--- src/rtl/vga_scanout_if.sv ---
// vga_scanout_if: VRAM read port plus VGA connector pins between scan-out engine and board
// master: drives vgac_addr, colour, syncs and vblank; samples vgac_data
// slave: returns vgac_data one clk after vgac_addr; observes the pins
interface vga_scanout_if;
  logic [15:0] vgac_addr;
  logic [15:0] vgac_data;
  logic [3:0]  vga_r;
  logic [3:0]  vga_g;
  logic [3:0]  vga_b;
  logic        vga_hs;
  logic        vga_vs;
  logic        vblank;
  modport master (output vgac_addr, vga_r, vga_g, vga_b, vga_hs, vga_vs, vblank, input vgac_data);
  modport slave (input vgac_addr, vga_r, vga_g, vga_b, vga_hs, vga_vs, vblank, output vgac_data);
endinterface

--- src/rtl/vga_scanout.sv ---
// vga_scanout: 640x480@60 scan-out of a 240x160 BGR555 frame, 2x scaled in a bordered window
// clk/rst: system clock, async active-high reset
// vga: VRAM read address/data, 4-bit colour pins, active-low syncs, vblank
module vga_scanout #(
  parameter int CLK_DIV = 2,
  parameter int WIN_X   = 80,
  parameter int WIN_Y   = 80
) (
  input logic            clk,
  input logic            rst,
  vga_scanout_if.master  vga
);
  localparam int DW = $clog2(CLK_DIV);
  localparam logic [DW-1:0] DIV_MAX = DW'(CLK_DIV - 1);
  localparam logic [9:0] X0 = 10'(WIN_X);
  localparam logic [9:0] X1 = 10'(WIN_X + 480);
  localparam logic [9:0] Y0 = 10'(WIN_Y);
  localparam logic [9:0] Y1 = 10'(WIN_Y + 320);
  logic [DW-1:0] div_q, div_d;
  logic [9:0]    h_q, h_d, v_q, v_d;
  logic [7:0]    col_q, col_d;
  logic [15:0]   row_q, row_d, addr_q, addr_d;
  logic          win1_q, hs1_q, vs1_q, vb1_q;
  logic [3:0]    r_q, g_q, b_q;
  logic          hs2_q, vs2_q, vb2_q;
  logic          pix_en, h_end, v_end, hwin, vwin, win, hodd, vodd, hs_n, vs_n;
  always_comb begin
    pix_en = div_q == DIV_MAX;
    h_end  = h_q == 10'd799;
    v_end  = v_q == 10'd524;
    hwin   = h_q >= X0 && h_q < X1;
    vwin   = v_q >= Y0 && v_q < Y1;
    win    = hwin && vwin;
    // odd offset from the window origin, i.e. the second of each doubled pixel/line
    hodd   = h_q[0] ^ X0[0];
    vodd   = v_q[0] ^ Y0[0];
    hs_n   = !(h_q >= 10'd656 && h_q < 10'd752);
    vs_n   = !(v_q >= 10'd490 && v_q < 10'd492);
    div_d  = pix_en ? '0 : div_q + 1'b1;
    h_d    = h_end ? '0 : h_q + 10'd1;
    v_d    = h_end ? (v_end ? '0 : v_q + 10'd1) : v_q;
    col_d  = h_end ? '0 : (hwin && hodd) ? col_q + 8'd1 : col_q;
    row_d  = !h_end ? row_q : v_end ? '0 : (vwin && vodd) ? row_q + 16'd240 : row_q;
    addr_d = win ? row_q + {8'd0, col_q} : addr_q;
  end
  always_ff @(posedge clk or posedge rst) begin
    if (rst) begin
      div_q  <= '0;
      h_q    <= '0;
      v_q    <= '0;
      col_q  <= '0;
      row_q  <= '0;
      addr_q <= '0;
      win1_q <= 1'b0;
      hs1_q  <= 1'b1;
      vs1_q  <= 1'b1;
      vb1_q  <= 1'b0;
      r_q    <= '0;
      g_q    <= '0;
      b_q    <= '0;
      hs2_q  <= 1'b1;
      vs2_q  <= 1'b1;
      vb2_q  <= 1'b0;
    end else begin
      div_q <= div_d;
      if (pix_en) begin
        h_q    <= h_d;
        v_q    <= v_d;
        col_q  <= col_d;
        row_q  <= row_d;
        addr_q <= addr_d;
        win1_q <= win;
        hs1_q  <= hs_n;
        vs1_q  <= vs_n;
        vb1_q  <= v_q >= 10'd480;
        r_q    <= win1_q ? vga.vgac_data[4:1] : '0;
        g_q    <= win1_q ? vga.vgac_data[9:6] : '0;
        b_q    <= win1_q ? vga.vgac_data[14:11] : '0;
        hs2_q  <= hs1_q;
        vs2_q  <= vs1_q;
        vb2_q  <= vb1_q;
      end
    end
  end
  assign vga.vgac_addr = addr_q;
  assign vga.vga_r     = r_q;
  assign vga.vga_g     = g_q;
  assign vga.vga_b     = b_q;
  assign vga.vga_hs    = hs2_q;
  assign vga.vga_vs    = vs2_q;
  assign vga.vblank    = vb2_q;
endmodule

--- src/flat_wrapper.sv ---
// flat-port wrapper written by rule: the top's interface ports become plain ports
module vga_scanout_flat 
#(
  parameter int CLK_DIV = 2,
  parameter int WIN_X   = 80,
  parameter int WIN_Y   = 80
)
  (clk, rst, vga_vgac_addr, vga_vga_r, vga_vga_g, vga_vga_b, vga_vga_hs, vga_vga_vs, vga_vblank, vga_vgac_data);
  vga_scanout_if vga_i ();
  input logic clk;
  input logic rst;
  output wire logic [$bits(vga_i.vgac_addr)-1:0] vga_vgac_addr;
  output wire logic [$bits(vga_i.vga_r)-1:0] vga_vga_r;
  output wire logic [$bits(vga_i.vga_g)-1:0] vga_vga_g;
  output wire logic [$bits(vga_i.vga_b)-1:0] vga_vga_b;
  output wire logic [$bits(vga_i.vga_hs)-1:0] vga_vga_hs;
  output wire logic [$bits(vga_i.vga_vs)-1:0] vga_vga_vs;
  output wire logic [$bits(vga_i.vblank)-1:0] vga_vblank;
  input wire logic [$bits(vga_i.vgac_data)-1:0] vga_vgac_data;
  assign vga_vgac_addr = vga_i.vgac_addr;
  assign vga_vga_r = vga_i.vga_r;
  assign vga_vga_g = vga_i.vga_g;
  assign vga_vga_b = vga_i.vga_b;
  assign vga_vga_hs = vga_i.vga_hs;
  assign vga_vga_vs = vga_i.vga_vs;
  assign vga_vblank = vga_i.vblank;
  assign vga_i.vgac_data = vga_vgac_data;
  vga_scanout #(.CLK_DIV(CLK_DIV), .WIN_X(WIN_X), .WIN_Y(WIN_Y)) u_core (.clk(clk), .rst(rst), .vga(vga_i));
endmodule
--- config.mk ---
export PLATFORM = sky130hd
export DESIGN_NAME = vga_scanout_flat
export DESIGN_NICKNAME = d
export VERILOG_FILES = /design/src/rtl/vga_scanout_if.sv /design/src/rtl/vga_scanout.sv /design/src/flat_wrapper.sv
export SDC_FILE = /design/constraint.sdc
export NUM_CORES = 1
export LEC_CHECK = 0
export CORE_MARGIN = 2
export CORE_UTILIZATION = 55
export DETAILED_ROUTE_END_ITERATION = 8
export DONT_BUFFER_PORTS = 1
export GPL_ROUTABILITY_DRIVEN = 1
export PLACE_DENSITY = 0.79
export SYNTH_ARGS = -nofsm -noshare
export SYNTH_HDL_FRONTEND = slang
export SYNTH_SLANG_ARGS = --single-unit
--- constraint.sdc ---
create_clock -name clk -period 4.1 [get_ports clk]
set_input_delay 0.615 -clock clk [delete_from_list [all_inputs] [get_ports clk]]
set_output_delay 0.615 -clock clk [all_outputs]
set_load 0.01 [all_outputs]
==> flow_summary.ini, run 1 <==
[synth]
yosysWarnings = 0
ys_ff_latch = 76
synth_nets = 396
synth_top_area_cell = dfrtp_1
synth-edff-count = 0
synth_most_common_cell = dfrtp_1
synth_top_area_share = 0.475
synth_area_per_cell_um2 = 10.3
ys_seq_area_frac = 0.503
netlist_top_cells_count = dfrtp_1, nand2_1, o21ai_0
synth.distinct_cells = 54
synthesis.area_um2 = 3790
synth_ff_type = dfrtp_1
synthArstFlopShare = 1.00
synthCells = 368
synthTopCellsByArea = dfrtp_1, o21ai_0, xnor2_1

[timing]
hold_viol = 0
tightest_slew_ns = 1.12
tns_ns = 0
fin_crit_ns = 2.61
grt_setup_unrepaired = false
drv_slew = 0
final.period_utilization = 0.637
skew_ns = 0.00779
hold_slack_ns = 0.286
timing.slew.headroom = 0.252
timing.fmax_ghz = 0.383
final-setup-viol-count = 0

[power_and_ir_drop]
pwr-share-clk = 0.440
swShare = 0.227
comb_power_share = 0.011
fin_total_pwr_mw = 1.36
ir_worst_vdd_mv = 0.139
p_int_mw = 1.05
power.density_nw_per_um2 = 339
pwr-share-seq = 0.549
leakagePower_nw = 1.76
p_sw_mw = 0.310

[routing]
drcViolationCount = 0
final_antenna_net_count = 0
totalWireLength_um = 7020
drt-initial-drc-count = 108
firstDrtPassIters = 4
num_vias = 2716
routedWlPerCell_um = 15.5
via_per_inst = 6.01

[worst_setup_path]
cp-start-kind = register
r2r_cells = 4
slowest_delay_ns = 0.60
slowest_stage = o211ai_2
arrival_ns = 2.85
crit_buf_inv = 0
worstPathRequired_ns = 4.34
endpoint_kind = register
path_max_fanout = 28
crit_chain = or3_1 > a221oi_2 > o211ai_2 > mux2_2
timing.rr.start = u_core.v_q[4]
regToRegEndpoint = u_core.vga.vgac_addr[2]
r2r_slack_ns = 1.49
cp_top_family = compound AO/OA/AOI/OAI gates
crit_type = reg -> reg

[grt]
grt_pass1_wl_um = 11400
gr-total-overflow = 0
grt_pass1_vias = 2489
antenna_found_initial = 0
grt_usage = 0.192
grt_max_degree = 40

[floorplan]
io_pins = 49
die_h_um = 87.0
initial_core_util = 0.564
core_um2 = 6720
core.rowCount = 30
die_area_um2 = 7570
die_w_um = 87.0

[layout]
n_antenna_cell = 0
layout.nets = 395
finalInstanceArea_um2 = 4030
drive_gt1_frac = 0.137
instances_no_fill = 452
areaGrowthSynthToFinish_pct = 6.24
fillCellCount = 549

[cts]
cts_buffers = 9
htreeDepth = 3
hold_buffers = 0
cts_tree = built
root_buffer = clkbuf_8
clk_pin_slew_ns = 0.08
clockBufferDepth = 2
clk_latency_ns = 0.36
post_cts_buffers = 0
cts_sinks = 76
cts_resized = 0

[place]
dp_hpwl_um = 4770
placed_cells = 436
dpl_cell_area_um2 = 3820
portBuffers = 0
gp_congestion = 0.836

[worst_hold_path]
hp-class = in -> async

[run_status]
outcome = complete, no violations

[job]
max_cap_violations = 0
worst max path at each step:
stage | startpoint | to | slack [ns] | depth (start not counted)
after floorplan | rst | u_core.col_q[0] | 1.55 | 1
after global placement | u_core.v_q[4] | u_core.vga.vgac_addr[1] | 1.59 | 4
after detailed placement | u_core.v_q[4] | u_core.vga.vgac_addr[2] | 1.57 | 4
after CTS | u_core.v_q[4] | u_core.vga.vgac_addr[2] | 1.55 | 4
after global routing | u_core.v_q[4] | u_core.vga.vgac_addr[4] | 1.34 | 4
final | u_core.v_q[4] | u_core.vga.vgac_addr[2] | 1.49 | 4
sequential cells by signal, indices dropped and copies added, names as in the netlist:
name and flops:
u_core.col_q 8, u_core.div_q 1, u_core.h_q 10, u_core.hs1_q 1, u_core.row_q 12, u_core.v_q 10, u_core.vb1_q 1, u_core.vga.vblank 1
u_core.vga.vga_b 4, u_core.vga.vga_g 4, u_core.vga.vga_hs 1, u_core.vga.vga_r 4, u_core.vga.vga_vs 1, u_core.vga.vgac_addr 16, u_core.vs1_q 1, u_core.win1_q 1
placed cells by master, fill, tap and decap left out, types with 3 or more instances in the layout:
cell type / count
inv_1: 13
mux2_2: 10
a21oi_1: 8
nand4_1: 6
a21o_1: 3
o21bai_1: 5
or3_1: 3
xnor2_1: 17
and2_1: 4
nor2_1: 29
nor3_1: 10
dfrtp_1: 72
nand2_1: 36
o22a_2: 3
buf_4: 4
a22o_1: 12
a31oi_1: 4
o21ai_0: 34
inv_6: 3
nand3_1: 13
ha_1: 10
nor2b_1: 5
o31ai_1: 6
and3_1: 4
nand2b_1: 3
dfstp_2: 4
xor2_1: 4
clkbuf_8: 10
routing by layer:
layer  vias to the layer above  wire length [um]  GRT usage
met4                         0               186      0.114
met2                        47              3310      0.300
met5                         -                 0          0
li1                       1303                 -          -
met3                        13               231     0.0360
met1                      1353              3290      0.248
worst reg2reg max path, stage by stage (launching register included):
cell and delay, ns:
dfrtp_1 0.45, or3_1 0.45, a221oi_2 0.53, o211ai_2 0.60, mux2_2 0.47
final cells by class:
cell class	count	area [um^2]	area share
well taps	80	100	0.0249
inverters	14	52.6	0.0131
clock inverters	6	70.1	0.0174
multi-input cells	262	1730	0.429
clock buffers	10	138	0.0342
repair buffers	4	30.0	0.00746
flip-flops and latches	76	1910	0.474
power groups by stage:
stage | Clock [mW] | Combinational [mW] | Sequential, mW
after global routing | 0.639 | 0.0187 | 0.749
after detailed placement | 0 | 0.0167 | 0.764
after CTS | 0.614 | 0.0166 | 0.749
final | 0.600 | 0.0155 | 0.749
after global placement | 0 | 0.0161 | 0.764
after floorplan | 0 | 0.0109 | 0.764
logic make-up after synthesis:
kind of cell             synth area share
AO/OA/AOI/OAI                       0.157
flip-flops                          0.503
AND/OR/NAND/NOR                     0.182
multiplexers                       0.0350
XOR/XNOR                           0.0485
buffers and inverters              0.0406
adder cells (fa/ha/maj)            0.0330
per-stage QoR:
stage / setup slack [ns] / utilization
2_1_floorplan: 1.55 / -
3_3_place_gp: 1.59 / 0.568
3_5_place_dp: 1.57 / 0.568
4_1_cts: 1.55 / 0.599
5_1_grt: 1.34 / 0.599
6_report: 1.49 / 0.599
(Power assumes the default switching activity.)
==> inputs of run 2 (changes only) <==
clock period = 2.7 ns   (was 4.1 ns; I/O delays follow)
==> flow_summary.ini, run 2 (same netlist as run 1, synthesis figures left out) <==
[power_and_ir_drop]
pwr-share-clk = 0.430
comb_power_share = 0.012
pwr-share-seq = 0.558
power.density_nw_per_um2 = 503
p_sw_mw = 0.447
fin_total_pwr_mw = 2.04
swShare = 0.219
leakagePower_nw = 1.77
ir_worst_vdd_mv = 0.204
p_int_mw = 1.59

[cts]
clockBufferDepth = 2
cts_tree = built
clk_latency_ns = 0.35
cts_sinks = 76
cts_buffers = 9
post_cts_buffers = 0
htreeDepth = 3
hold_buffers = 0
clk_pin_slew_ns = 0.08
cts_resized = 0
root_buffer = clkbuf_8

[floorplan]
initial_core_util = 0.564
die_w_um = 87.0
io_pins = 49
die_area_um2 = 7570
core_um2 = 6720
core.rowCount = 30
die_h_um = 87.0

[timing]
setup_slack_ns = 0.446
hold_slack_ns = 0.0205
drv_slew = 0
timing.slew.headroom = 0.442
tightest_slew_ns = 0.833
final.period_utilization = 0.835
fin_crit_ns = 2.25
final-setup-viol-count = 0
hold_viol = 0
skew_ns = 0.00678
grt_setup_unrepaired = false
timing.fmax_ghz = 0.444
tns_ns = 0

[worst_setup_path]
arrival_ns = 2.50
timing.rr.start = u_core.h_q[6]
cp-start-kind = register
endpoint_kind = register
r2r_cells = 4
regToRegEndpoint = u_core.col_q[3]
r2r_slack_ns = 0.45
path_max_fanout = 8
startpoint = u_core.h_q[6]
crit_type = reg -> reg
worstPathRequired_ns = 2.94

[layout]
areaGrowthSynthToFinish_pct = 6.80
layout.nets = 397
fillCellCount = 544
finish.utilization = 0.602
final_common_cell = dfrtp_1
finalInstanceArea_um2 = 4050
instances_no_fill = 454
largest_reg_flops = 16
multi_input_area_um2 = 1730
n_antenna_cell = 0
seq_area_um2 = 1910
drive_gt1_frac = 0.142
final_cell_mix = dfrtp_1, nand2_1, o21ai_0

[place]
gp_congestion = 0.834
place_ws_ns = 0.474
dp_hpwl_um = 4840
placed_cells = 438
dpl_cell_area_um2 = 3850
portBuffers = 0

[grt]
grt_max_degree = 46
grt_usage = 0.195
antenna_found_initial = 0
gr-total-overflow = 0
grt_pass1_vias = 2557
grt_pass1_wl_um = 11700

[worst_hold_path]
hp-class = in -> async

[routing]
drcViolationCount = 0
final_antenna_net_count = 0
via_per_inst = 5.99
totalWireLength_um = 6950
routedWlPerCell_um = 15.3
drt-initial-drc-count = 153
wl_met3_um = 228
met1_length_um = 3240
num_vias = 2719
wl_met2_um = 3320
firstDrtPassIters = 4
dr.max_layer_used = met4

[run_status]
outcome = complete, no violations

[job]
max_cap_violations = 0
==> run 2: cell count changes in the layout (fill, tap and decap cells not counted), sizes merged <==
cell      change
clkinv        +1
buf           +2
inv           -3
clkinvlp      +2
==> run 2: worst max-delay path, cell delays in order, from the launching register on <==
cell,delay [ns]
dfrtp_1,0.47
or4b_4,0.62
or3_1,0.54
and2_4,0.23
a211o_1,0.28
==> run 2: final cells by class <==
cell class | count | share of cell area
flip-flops and latches | 76 | 0.471
multi-input cells | 262 | 0.427
clock buffers | 10 | 0.0340
well taps | 80 | 0.0247
clock inverters | 6 | 0.0158
repair buffers | 6 | 0.0142
inverters | 14 | 0.0130
==> run 2: worst max-delay path by stage <==
stage | endpoint | slack (ns) | depth (start not counted)
2_1_floorplan | u_core.col_q[0] | 0.36 | 1
6_report | u_core.col_q[3] | 0.45 | 4
4_1_cts | u_core.col_q[3] | 0.45 | 4
3_3_place_gp | u_core.col_q[3] | 0.49 | 4
5_1_grt | u_core.vga.vgac_addr[15] | 0.33 | 6
3_5_place_dp | u_core.col_q[3] | 0.47 | 4
==> run 2: power groups by stage <==
stage	Combinational (mW)	Clock, mW	Sequential (mW)
2_1_floorplan	0.0166	0	1.16
3_3_place_gp	0.0258	0	1.16
3_5_place_dp	0.0263	0	1.16
4_1_cts	0.0265	0.887	1.14
5_1_grt	0.0291	0.934	1.14
6_report	0.0244	0.875	1.14
==> run 2: routing by layer <==
| metal | vias to the layer above | GRT usage |
|---|---|---|
| li1 | 1310 | - |
| met1 | 1339 | 0.255 |
| met2 | 53 | 0.311 |
| met3 | 17 | 0.0379 |
| met4 | 0 | 0.0966 |
| met5 | - | 0 |
==> inputs of run 3 (changes only) <==
clock period = 2.23 ns   (was 2.7 ns; I/O delays follow)
==> flow_summary.ini, run 3 (same netlist as run 1, synthesis figures left out) <==
[run_status]
outcome = complete, no violations

[timing]
tns_ns = 0
timing.fmax_ghz = 0.476
tightest_slew_ns = 0.772
final-setup-viol-count = 0
grt_setup_unrepaired = false
hold_viol = 0
timing.slew.headroom = 0.483
fin_crit_ns = 2.10
final.period_utilization = 0.942
skew_ns = 0.00861
drv_slew = 0

[floorplan]
core_um2 = 6720
die_h_um = 87.0
die_area_um2 = 7570
io_pins = 49
initial_core_util = 0.564
core.rowCount = 30
die_w_um = 87.0

[grt]
grt_usage = 0.209
use_met3 = 0.0436
gr-total-overflow = 0
antenna_found_initial = 0
grt_max_degree = 30
gr-max-usage-layer = met2
grt_pass1_vias = 2712
grt_pass1_wl_um = 12400
grtUsageMet1 = 0.267
gr-usage-met2 = 0.343

[power_and_ir_drop]
power.density_nw_per_um2 = 595
p_int_mw = 1.90
p_sw_mw = 0.561
ir_worst_vdd_mv = 0.276
pwr-share-seq = 0.559
swShare = 0.227
pwr-share-clk = 0.428
leakagePower_nw = 1.82
comb_power_share = 0.013
fin_total_pwr_mw = 2.46

[worst_setup_path]
worstPathRequired_ns = 2.47
timing.rr.start = u_core.v_q[5]
startpoint = u_core.v_q[5]
path_max_fanout = 11
r2r_cells = 5
r2r_slack_ns = 0.13
crit_type = reg -> reg
arrival_ns = 2.34
cp-start-kind = register
endpoint_kind = register
regToRegEndpoint = u_core.row_q[14]

[routing]
via_per_inst = 5.90
totalWireLength_um = 7280
routedWlPerCell_um = 15.5
drcViolationCount = 0
num_vias = 2761
final_antenna_net_count = 0
drt-initial-drc-count = 148
firstDrtPassIters = 5

[layout]
drive_gt1_frac = 0.170
final_cell_mix = dfrtp_1, nand2_1, o21ai_0
areaGrowthSynthToFinish_pct = 9.38
final_common_cell = dfrtp_1
layout.nets = 411
largest_reg_flops = 16
finish.utilization = 0.617
n_antenna_cell = 0

[cts]
clk_pin_slew_ns = 0.08
cts_sinks = 76
clockBufferDepth = 2
cts_tree = built
htreeDepth = 3
clk_latency_ns = 0.35
cts_buffers = 9
root_buffer = clkbuf_8

[place]
gp_congestion = 0.835
portBuffers = 0
dp_hpwl_um = 5060

[job]
max_cap_violations = 0

[worst_hold_path]
hold_start = vga_vgac_data[4]
hp-class = in -> reg
hold_path_depth = 1
holdPathEnd = u_core.vga.vga_r[3]
-- run 3: cell types whose count changed in the layout (fill, tap and decap cells not counted) --
cell and delta:
clkinv_4 +1, clkbuf_8 -1, clkinvlp_4 +1, inv_6 +1, buf_4 +14, clkinv_2 -1
inv_2 -1, dlygate4sd3_1 +1, buf_12 -1
-- run 3: timing repair --
action / CTS / global route
endpoints found under the hold margin: 26 / 0
setup buffers: 0 / 0
gates resized for setup: 0 / 0
hold buffers: 1 / 0
-- run 3: through the flow --
| step | cells | hold slack (ns) | setup slack (ns) | area [um^2] |
|---|---|---|---|---|
| 2_1_floorplan | 368 | 0.463 | 0.137 | 3790 |
| 3_3_place_gp | 451 | 0.288 | 0.183 | 3940 |
| 3_5_place_dp | 451 | 0.289 | 0.141 | 3940 |
| 4_1_cts | 468 | 0.0929 | 0.125 | 4150 |
| 5_1_grt | 468 | 0.0893 | 0.00921 | 4150 |
| 6_report | 468 | 0.106 | 0.130 | 4150 |
-- run 3: layout make-up --
class / instances / area [um^2]
multi-input cells: 262 / 1730
clock inverters: 7 / 76.3
well taps: 80 / 100
inverters: 14 / 56.3
repair buffers: 20 / 153
clock buffers: 9 / 124
fillers: 526 / 2570
flip-flops and latches: 76 / 1910
-- run 3: worst max path at each step --
stage / to / depth (start not counted) / slack [ns]
final: u_core.row_q[14] / 5 / 0.13
after global routing: u_core.row_q[15] / 6 / 0.009
after CTS: u_core.row_q[14] / 5 / 0.13
after detailed placement: u_core.row_q[14] / 5 / 0.14
after global placement: u_core.row_q[14] / 5 / 0.18
after floorplan: u_core.col_q[3] / 6 / 0.14
-- run 3: critical path, cell delays in order, from the launching register on --
cell      delay, ns
dfrtp_1        0.43
or3_1          0.41
a221oi_2       0.41
a22oi_2        0.26
o21bai_1       0.22
mux2_2         0.27
-- run 3: power groups by stage --
stage	Combinational, mW	Clock [mW]	Sequential (mW)
5_1_grt	0.0383	1.14	1.38
3_3_place_gp	0.0310	0	1.40
2_1_floorplan	0.0205	0	1.40
3_5_place_dp	0.0321	0	1.40
6_report	0.0319	1.06	1.38
4_1_cts	0.0341	1.08	1.38
-- run 3: layer usage --
| metal | up-vias | part of all wire |
|---|---|---|
| met5 | - | 0 |
| met4 | 0 | 0.010 |
| met3 | 6 | 0.037 |
| met2 | 58 | 0.50 |
| met1 | 1356 | 0.45 |
| li1 | 1341 | - |
